===== src/rtl/trainer_pkg.sv =====
// Shared types and helpers for the activation trainer: FSM states,
// default widths and the exact target-minus-result error function.
package trainer_pkg;

    typedef enum logic [2:0] {
        IDLE,
        ARG,
        RES,
        ERR,
        FBK,
        OUT
    } state_t;

    localparam int DEF_ARGW = 16;
    localparam int DEF_ARGN = 1;
    localparam int DEF_RESW = 8;
    localparam int DEF_ERRW = 16;

    // One extra bit keeps the difference of two unsigned results exact.
    function automatic logic signed [DEF_ERRW-1:0] delta(
        input logic [DEF_RESW-1:0] tgt,
        input logic [DEF_RESW-1:0] res
    );
        logic signed [DEF_RESW:0] d;
        d = $signed({1'b0, tgt}) - $signed({1'b0, res});
        return DEF_ERRW'(d);
    endfunction

endpackage


===== src/rtl/activation_trainer.sv =====
// Drives one training sample through an activation unit: forward request,
// result capture, optional backward error/feedback, then one upstream beat.
module activation_trainer
    import trainer_pkg::*;
#(
    parameter int ARGW = DEF_ARGW,
    parameter int ARGN = DEF_ARGN,
    parameter int RESW = DEF_RESW,
    parameter int ERRW = DEF_ERRW,
    parameter int FBKW = ARGW * ARGN
) (
    input  logic                 clk,
    input  logic                 rst_n,
    input  logic                 en,
    input  logic                 smp_stb,
    output logic                 smp_ack,
    input  logic [ARGW*ARGN-1:0] smp_arg,
    input  logic [RESW-1:0]      smp_tgt,
    output logic                 arg_stb,
    input  logic                 arg_ack,
    output logic [ARGW*ARGN-1:0] arg_dat,
    input  logic                 res_stb,
    output logic                 res_ack,
    input  logic [RESW-1:0]      res_dat,
    output logic                 err_stb,
    input  logic                 err_ack,
    output logic [ERRW-1:0]      err_dat,
    input  logic                 fbk_stb,
    output logic                 fbk_ack,
    input  logic [FBKW-1:0]      fbk_dat,
    output logic                 out_stb,
    input  logic                 out_ack,
    output logic [RESW-1:0]      out_res,
    output logic [FBKW-1:0]      out_fbk
);

    state_t state, nxt;

    logic [RESW-1:0]        tgt_q;
    logic                   en_q;
    logic signed [RESW:0]   diff;

    logic smp_xfer, arg_xfer, res_xfer, err_xfer, fbk_xfer, out_xfer;

    assign smp_xfer = smp_stb & smp_ack;
    assign arg_xfer = arg_stb & arg_ack;
    assign res_xfer = res_stb & res_ack;
    assign err_xfer = err_stb & err_ack;
    assign fbk_xfer = fbk_stb & fbk_ack;
    assign out_xfer = out_stb & out_ack;

    assign diff = $signed({1'b0, tgt_q}) - $signed({1'b0, res_dat});

    always_comb begin
        nxt = state;
        case (state)
            IDLE:    if (smp_xfer) nxt = ARG;
            ARG:     if (arg_xfer) nxt = RES;
            RES:     if (res_xfer) nxt = en_q ? ERR : OUT;
            ERR:     if (err_xfer) nxt = FBK;
            FBK:     if (fbk_xfer) nxt = OUT;
            OUT:     if (out_xfer) nxt = IDLE;
            default: nxt = IDLE;
        endcase
    end

    // Handshake outputs are decoded from the next state and registered, so
    // smp_ack only rises on the first edge after reset is released.
    always_ff @(posedge clk or negedge rst_n) begin
        if (!rst_n) begin
            state   <= IDLE;
            smp_ack <= 1'b0;
            arg_stb <= 1'b0;
            res_ack <= 1'b0;
            err_stb <= 1'b0;
            fbk_ack <= 1'b0;
            out_stb <= 1'b0;
        end else begin
            state   <= nxt;
            smp_ack <= (nxt == IDLE);
            arg_stb <= (nxt == ARG);
            res_ack <= (nxt == RES);
            err_stb <= (nxt == ERR);
            fbk_ack <= (nxt == FBK);
            out_stb <= (nxt == OUT);
        end
    end

    always_ff @(posedge clk or negedge rst_n) begin
        if (!rst_n) begin
            arg_dat <= '0;
            tgt_q   <= '0;
            en_q    <= 1'b0;
            err_dat <= '0;
            out_res <= '0;
            out_fbk <= '0;
        end else begin
            if (smp_xfer) begin
                arg_dat <= smp_arg;
                tgt_q   <= smp_tgt;
                en_q    <= en;
            end
            if (res_xfer) begin
                out_res <= res_dat;
                if (en_q) begin
                    err_dat <= ERRW'(diff);
                end else begin
                    out_fbk <= '0;
                end
            end
            if (fbk_xfer) begin
                out_fbk <= fbk_dat;
            end
        end
    end

endmodule


===== config.mk =====
export PLATFORM = sky130hd
export DESIGN_NAME = activation_trainer
export DESIGN_NICKNAME = d
export VERILOG_FILES = /design/src/rtl/trainer_pkg.sv /design/src/rtl/activation_trainer.sv
export SDC_FILE = /design/constraint.sdc
export NUM_CORES = 1
export LEC_CHECK = 0
export ABC_AREA = 1
export CAP_MARGIN = 10
export CORE_ASPECT_RATIO = 1.1
export CORE_MARGIN = 2
export CORE_UTILIZATION = 40
export DETAILED_ROUTE_END_ITERATION = 16
export PLACE_DENSITY_LB_ADDON = 0.08
export SYNTH_ARGS = -nofsm -noshare
export SYNTH_HDL_FRONTEND = slang
export SYNTH_SLANG_ARGS = --single-unit

===== constraint.sdc =====
create_clock -name clk -period 1.3 [get_ports clk]
set_input_delay 0.39 -clock clk [delete_from_list [all_inputs] [get_ports clk]]
set_output_delay 0.39 -clock clk [all_outputs]
set_load 0.05 [all_outputs]

# After elaboration in Yosys (flattened, before gate mapping)
# Index checks and enable logic that the tools add are counted.
# op_classes
bitwise_logic	6
n_addsub	1
n_mux	11
eq_ne	11
n_reduce_logical	5
# op_table
operator	n
2-to-1 mux 16 bit	3
2-to-1 mux 3 bit	7
case mux 3 bit (6 select lines)	1
== test 3 x 2 -> 1 bit (second input constant)	4
== test 3 bit (second input constant)	4
subtractor 8 x 8 -> 9 bit	1
AND 1 bit	6
== test 3 x 1 -> 1 bit (second input constant)	2
zero test 3 bit	2
AND reduction 2 bit	2
!= test 2 x 1 -> 1 bit (second input constant)	1
nonzero test 2 bit	1
# word_totals
out_inout_bits	62
inputBits	57
ff_bits	67
wordCells	47

# Logic depth before layout (Yosys ltp)
# Gate-level depths: netlist of the first run.
# depth
ltp_word	4
mapped_depth	10
mapped_depth_nobuf	10

# Worst setup path after synthesis of the first run
# No wires, ideal clock.
# synth_timing
path_kind	input -> register
startpoint	in res_dat[0]
endpoint	reg, netlist name err_dat[8]
stages	8
arrival_ps	1346
t_required_ps	1182
n_path_buf	0
setup_ps	118
setup_slack_ps	-165
cell_sequence	ha_1 > fa_1 > inv_1 > nand2_1 > nand3_1 > nand3_1 > nand2_1 > nand2_1
# synth_via
elab_chain_cells	1
# synth_rtl
item	line_no	source
start, declared	activation_trainer.sv:24	input logic [RESW-1:0] res_dat,
subtractor 8 x 8 -> 9 bit	activation_trainer.sv:52	assign diff = $signed({1'b0, tgt_q}) - $signed({1'b0, res_dat});
# No other way between the ends.
# A chain may end at the register's enable or synchronous reset.

# Worst setup path in the final report of the first run
# layout_timing
startpoint	reg, netlist name err_dat[8]
endpoint	out err_dat[10]
# layout_rtl
item	line_no	source
end, declared	activation_trainer.sv:27	output logic [ERRW-1:0] err_dat,
# No word-level cell between the ends.

==> metrics.md, run 1 <==
| Metric | Value |
|---|---|
| Final hold violation count | `0` |
| IO Count | `119` |
| Pleak | `0.002824 uW` |
| Ys Warns | `0` |
| Number of flops mapped to enable cells by yosys | `0` |
| TritonCTS clock tree | `done` |
| Startpoint Class | `flop` |
| Dpl hpwl | `5782 um` |
| Number of DRC markers in iteration 0 | `65` |
| Syn_nets | `404` |
| Main synth FF type | `dfrtp_1` |
| Ratio of final minimum period to clock period | `1.111` |
| CTS Hold Bufs | `0` |
| Max-slew violations | `0` |
| Initial Utilization | `0.4063` |
| Skew-Pair Late Insertion Delay | `340 ps` |
| Finished Layout Cells | `606` |
| Netlist cell types | `28` |
| Met1 usage | `0.2413` |
| Post-synthesis xor/xnor area fraction | `0.002769` |
| Post-Synth Simple-Gate Area | `0.2377` |
| Fill cells | `539` |
| Port-buffer cells | `118` |
| Failing checks | `setup timing` |
| Drt drc | `0` |
| Via count | `2826` |
| Largest net degree at the start of global routing | `68` |
| Worst Path Required | `910 ps` |
| Min-Delay Path Class | `input pin to async pin` |
| CTS root buf | `clkbuf_8` |
| Critical path class | `flop to output port` |
| P per Cell Area | `2849 nW/um^2` |
| Vias/cell | `4.663` |
| Post-Synth Adder-Cell Area | `0.03797` |
| First-pass GRT wire length | `13510 um` |
| Post-layout min period | `1444 ps` |
| First-pass DRT Iterations | `5` |
| Final hold slack | `58.42 ps` |
| Critical Path Source | `err_dat[8]` |
| Worst-path clk slew | `70 ps` |
| Site Rows | `34` |
| Fmax | `0.6926 GHz` |
| Grt total ovfl | `0` |
| Crit path max fanout | `9` |
| Initial antenna violation count | `0` |
| Final worst setup slack | `-143.9 ps` |
| Largest family of logic cells by synthesized area | `simple AND/OR/NAND/NOR gates` |
| Slew @ Worst Pin | `354.8 ps` |
| Nets | `559` |
| Gr usage total | `0.2018` |
| Register bit count reported by yosys | `67` |
| Avg WL per Cell | `13.93 um` |
| Num Clock Sinks | `67` |
| Ys async rst share | `1.000` |
| Most frequent cells in the layout | `nand2_1 (70), buf_12 (66), dfrtp_1 (60), clkdlybuf4s50_1 (46), nand3_1 (39)` |
| Post-Route WL | `8443 um` |
| Mapped cell area | `3163 sq um` |
| Final setup fails | `45` |
| Syn Area/Cell | `9.358 sq um` |
| CTS max path bufs | `2` |
| GPL Wtd Cong | `0.8220` |
| Core Area | `7785 sq um` |
| Chip Width | `88.79 um` |
| DRT antenna net count | `0` |
| Die footprint | `8636 sq um` |
| Die H | `97.27 um` |
| Critical path arrival | `1050 ps` |
| Busiest grt layer | `met2` |
| RSZ-0062 raised after global routing | `yes` |
| Grt met2 use | `0.3393` |
| Critical Path Sink Type | `output port` |
| Synth-to-Final Area Change | `85.40%` |
| Cell count after placement | `568` |
| Met3 usage | `0.06372` |
| Post-synthesis mux area share | `0.07832` |
| Number of global-route vias before repair | `2835` |
| Setup TNS | `-2062 ps` |
| H-tree levels | `3` |
| Commonest non-fill, non-tap cell in the layout | `nand2_1` |
| Max-cap violation count | `0` |
| Share of cells above drive strength 1 | `0.4257` |
| RR Startpoint | `tgt_q[2]` |
| Power, Total | `16710 uW` |
| Sequential share of the synthesized area | `0.5301` |
| Status | `complete, but fails checks` |
| Pre-CTS WS | `-670.5 ps` |
| Worst Clk Skew | `6.001 ps` |
| Max IR drop VDD | `1451 uV` |
| CTS buffer count | `9` |
| Inserted Diodes | `0` |
| Gate Count Post-Synth | `338` |
| Compound-cell area share of the yosys netlist | `0.03244` |
| Slew HR | `0.7635` |
## metrics by stage
| stage | utilization | instance area (sq um) |
|---|---|---|
| after floorplan | - | 3236 |
| after global placement | 0.6761 | 5264 |
| after detailed placement | 0.6761 | 5264 |
| after CTS | 0.7242 | 5638 |
| after global routing | 0.7533 | 5864 |
| final | 0.7533 | 5864 |
## synth_stat cells (4+ instances only)
master,count,share of area
nand2_1,81,0.096
ha_1,8,0.032
nand3_1,46,0.073
inv_2,4,0.0047
nor2_2,5,0.0099
buf_4,8,0.019
inv_1,31,0.037
a21oi_1,7,0.011
o21ai_0,9,0.014
buf_2,6,0.0095
dfrtp_1,67,0.53
nor2_1,20,0.024
mux2_2,22,0.078
## power by group
group	leakage, uW	switching, uW	internal (uW)
Combinational	0.00188	5410	5340
Sequential	0.000831	965	3020
Clock	0.000113	797	1180
Total	0.00282	7170	9540
## state kept, by name, summed over array words and instances, names as in the netlist, 3 cells and up
name	cells
out_res	8
arg_dat	16
err_dat	9
state	3
tgt_q	8
out_fbk	16
## routing by layer
metal | wire length [um] | vias up
met5 | 0 | -
met4 | 138 | 0
met1 | 3236 | 1336
met2 | 4534 | 88
li1 | - | 1392
met3 | 534 | 10
## cells by family after synthesis
logic type	Yosys count
and+or+nand+nor	165
DFF	67
buffers and inverters	54
muxes	22
AOI/OAI and AO/OA	20
adders and majority gates	9
xor gates and xnor gates	1
## layout make-up
| type | instances | area, sq um | area share |
|---|---|---|---|
| clock buffer | 12 | 155.1 | 0.02646 |
| tap | 108 | 135.1 | 0.02304 |
| multi-input combinational | 217 | 1476 | 0.2518 |
| sequential | 67 | 1685 | 0.2874 |
| inverter | 35 | 131.4 | 0.02240 |
| clock inverter | 4 | 72.57 | 0.01237 |
| timing repair buffer | 163 | 2208 | 0.3766 |
## final timing paths
check / depth (start not counted) / end / slack [ps]
setup / recovery: 2 / err_dat[10] / -140
hold / removal: 2 / smp_ack / 60
setup reg to reg: 7 / err_dat[5] / -140
hold reg to reg: 1 / tgt_q[7] / 530
max in group asynchronous: 2 / err_dat[8] / 940
min in group clk: 3 / out_res[6] / 480
## worst max-delay path: stages, from the launching register on
cell and delay, ps:
dfrtp_2 410, buf_12 160, buf_12 150
## repair_timing
item                       in CTS  in global routing
setup buffers                   9                 12
cloned                          1                  0
setup endpoints to repair      74                 84
resized for setup              30                 34
pin swaps                      19                 20
(Power assumes the default switching activity.)
==> run 2: changes to the inputs <==
--- a/config.mk
+++ b/config.mk
@@ -10,7 +10,9 @@
 export CORE_ASPECT_RATIO = 1.1
 export CORE_MARGIN = 2
 export CORE_UTILIZATION = 40
+export CTS_CLUSTER_SIZE = 10
 export DETAILED_ROUTE_END_ITERATION = 16
+export GPL_TIMING_DRIVEN = 0
 export PLACE_DENSITY_LB_ADDON = 0.08
 export SYNTH_ARGS = -nofsm -noshare
 export SYNTH_HDL_FRONTEND = slang
==> run 2 against run 1 <==
The run still ends with setup timing left. Wire length down 5.0%. Critical endpoint is now err_dat[11]. Combinational power decreased by 18%. Non-clock buffer count shrank 4. Critical path depth did not move. Flip-flop and latch count unchanged. Largest cell class is now sequential cells. Maximum frequency down 1.7%. First-iteration DRC count up 17%. Clock skew is 2.9 ps higher.
==> metrics.md, run 2 (synthesis gave the netlist of run 1 again) <==
| Metric | Value |
|---|---|
| Inserted Diodes | `0 (unchanged)` |
| Post-layout min period | `1469 ps (+25.50 ps)` |
| Most frequent cells in the layout | `nand2_1 (70), buf_6 (65), dfrtp_1 (62), clkdlybuf4s50_1 (45), nand3_1 (40)` |
| Cell count after placement | `563 (-0.88%)` |
| Pleak | `0.002584 uW (-8.5%)` |
| First-pass GRT wire length | `13080 um (-3.2%)` |
| Via count | `2826 (unchanged)` |
| Finished Layout Cells | `602 (-0.66%)` |
| Status | `complete, but fails checks` |
| Worst path cell trace | `buf_4 > buf_6` |
| Final worst setup slack | `-169.4 ps (-25.50 ps)` |
| Worst Clk Skew | `8.924 ps (+2.923 ps)` |
| Num Clock Sinks | `67 (unchanged)` |
| Pre-CTS WS | `-760.6 ps (-90.12 ps)` |
| Initial Utilization | `0.4063 (unchanged)` |
| Max-cap violation count | `0 (unchanged)` |
| Max IR drop VDD | `1131 uV (-22%)` |
| Die H | `97.27 um (unchanged)` |
| Max-slew violations | `0 (unchanged)` |
| CTS buffer count | `9 (unchanged)` |
| Worst Path Required | `910 ps (about the same)` |
| Dpl hpwl | `5524 um (-4.5%)` |
| Commonest non-fill, non-tap cell in the layout | `nand2_1` |
| Worst-path clk slew | `70 ps (about the same)` |
| Drt drc | `0 (unchanged)` |
| CTS max path bufs | `2 (unchanged)` |
| RSZ-0062 raised after global routing | `yes` |
| Skew-Pair Late Insertion Delay | `330 ps (about the same)` |
| First-pass DRT Iterations | `4 (-1)` |
| TritonCTS clock tree | `done` |
| Die footprint | `8636 sq um (unchanged)` |
| Site Rows | `34 (unchanged)` |
| CTS root buf | `clkbuf_8` |
| Critical Path Source | `err_dat[8]` |
| Fill cells | `631 (+17%)` |
| Core Area | `7785 sq um (unchanged)` |
| Critical path class | `flop to output port` |
| P per Cell Area | `2767 nW/um^2 (-2.9%)` |
| GPL Wtd Cong | `0.8142 (-0.95%)` |
| Final setup fails | `15 (-67%)` |
| H-tree levels | `3 (unchanged)` |
| Setup TNS | `-1609 ps (+453.3 ps)` |
| Vias/cell | `4.694 (+0.66%)` |
| Nets | `555 (-0.72%)` |
| Number of DRC markers in iteration 0 | `76 (+17%)` |
| CTS Hold Bufs | `0 (unchanged)` |
| Startpoint Class | `flop` |
| DRT antenna net count | `0 (unchanged)` |
| Initial antenna violation count | `0 (unchanged)` |
| Port-buffer cells | `117 (-0.85%)` |
| Largest regs | `arg_dat (16), out_fbk (16), err_dat (9)` |
| Critical path's slowest cell | `dfrtp_2` |
| Largest net degree at the start of global routing | `68 (unchanged)` |
| Failing checks | `setup timing` |
| Min-Delay Path Class | `input pin to async pin` |
| Grt total ovfl | `0 (unchanged)` |
| Core Util, Final | `0.6583 (-0.09499)` |
| Slew @ Worst Pin | `835.6 ps (+480.9 ps)` |
| Gr usage total | `0.1923 (-0.009538)` |
| Share of cells above drive strength 1 | `0.4170 (-0.008699)` |
| Post-Route WL | `8025 um (-5.0%)` |
| RR Startpoint | `tgt_q[0]` |
| Critical path arrival | `1080 ps (+30 ps)` |
| CP peak stage delay | `460 ps (+50 ps)` |
| Chip Width | `88.79 um (unchanged)` |
| Critical Path Sink Type | `output port` |
| Fmax | `0.6806 GHz (-1.7%)` |
| IO Count | `119 (unchanged)` |
| Ratio of final minimum period to clock period | `1.130 (+0.01962)` |
| Avg WL per Cell | `13.33 um (-4.3%)` |
| Synth-to-Final Area Change | `62.03%` |
| Slew HR | `0.4429 (-0.3206)` |
| Number of global-route vias before repair | `2825 (-0.35%)` |
| Final hold violation count | `0 (unchanged)` |
| Crit path max fanout | `9 (unchanged)` |
[run 2: changes by cell type in the layout (fill, tap and decap cells not counted), moves of 3 or more]
cell    delta
buf_6     +63
buf_12    -66
nor2_2     +3
buf_4      -6
buf_2      +4
[run 2: layer usage]
metal	vias to the layer above	global-route usage	share of wire
li1	1384	-	-
met1	1359	0.2296	0.40
met2	73	0.3335	0.53
met3	10	0.04163	0.051
met4	0	0.06760	0.014
met5	-	0	0
[run 2: repair_timing]
item / 4_1_cts / 5_1_grt
endpoints found under the setup margin: 96 / 87
setup buffers: 11 / 11
pin swaps: 23 / 19
cloned: 0 / 1
gates resized for setup: 452 / 43
[run 2: worst max-delay path: cells and delay by family, from the launching register on]
family                 cells  cell delay, ps
buffers and inverters      2             290
DFF                        1             460
[run 2: stage by stage]
| stage | area, sq um | total power, uW | hold WS [ps] |
|---|---|---|---|
| finish | 5125 | 14180 | 153.2 |
| global route | 5125 | 14990 | 231.9 |
| CTS | 4900 | 13620 | 191.7 |
| detailed placement | 4539 | 11230 | 466.7 |
| global placement | 4542 | 11120 | 464.5 |
| floorplan | 3236 | 8788 | 94.41 |
[run 2: power by group]
part           total, uW  internal, uW  switching, uW  leakage [uW]
Combinational       8740          3560           5180       0.00165
Sequential          3730          3010            715      0.000834
Clock               1710           929            785     0.0000991
[run 2: worst paths after layout]
check	to	slack, ps	cells past startpoint
min in group clk	out_fbk[7]	400	3
max in group asynchronous	err_dat[8]	540	1
worst min-delay path	smp_ack	150	1
worst max-delay path	err_dat[11]	-170	2
worst min register to register	err_dat[5]	500	2
worst max register to register	err_dat[8]	-120	9
[run 2: final cells by class]
class,instances,area [sq um],area share
multi-input combinational,217,1434,0.2798
clock buffer,11,141.4,0.02759
timing repair buffer,140,1413,0.2756
sequential,67,1683,0.3284
tap,108,135.1,0.02637
inverter,35,131.4,0.02563
clock inverter,5,52.55,0.01025
buffer,19,135.1,0.02637
==> run 3: changes to the inputs <==
--- a/config.mk
+++ b/config.mk
@@ -10,7 +10,6 @@
 export CORE_ASPECT_RATIO = 1.1
 export CORE_MARGIN = 2
 export CORE_UTILIZATION = 40
-export CTS_CLUSTER_SIZE = 10
 export DETAILED_ROUTE_END_ITERATION = 16
 export GPL_TIMING_DRIVEN = 0
 export PLACE_DENSITY_LB_ADDON = 0.08
==> results of run 3 <==
Same layout as run 2: the final DEF is identical, and so are final timing and power.
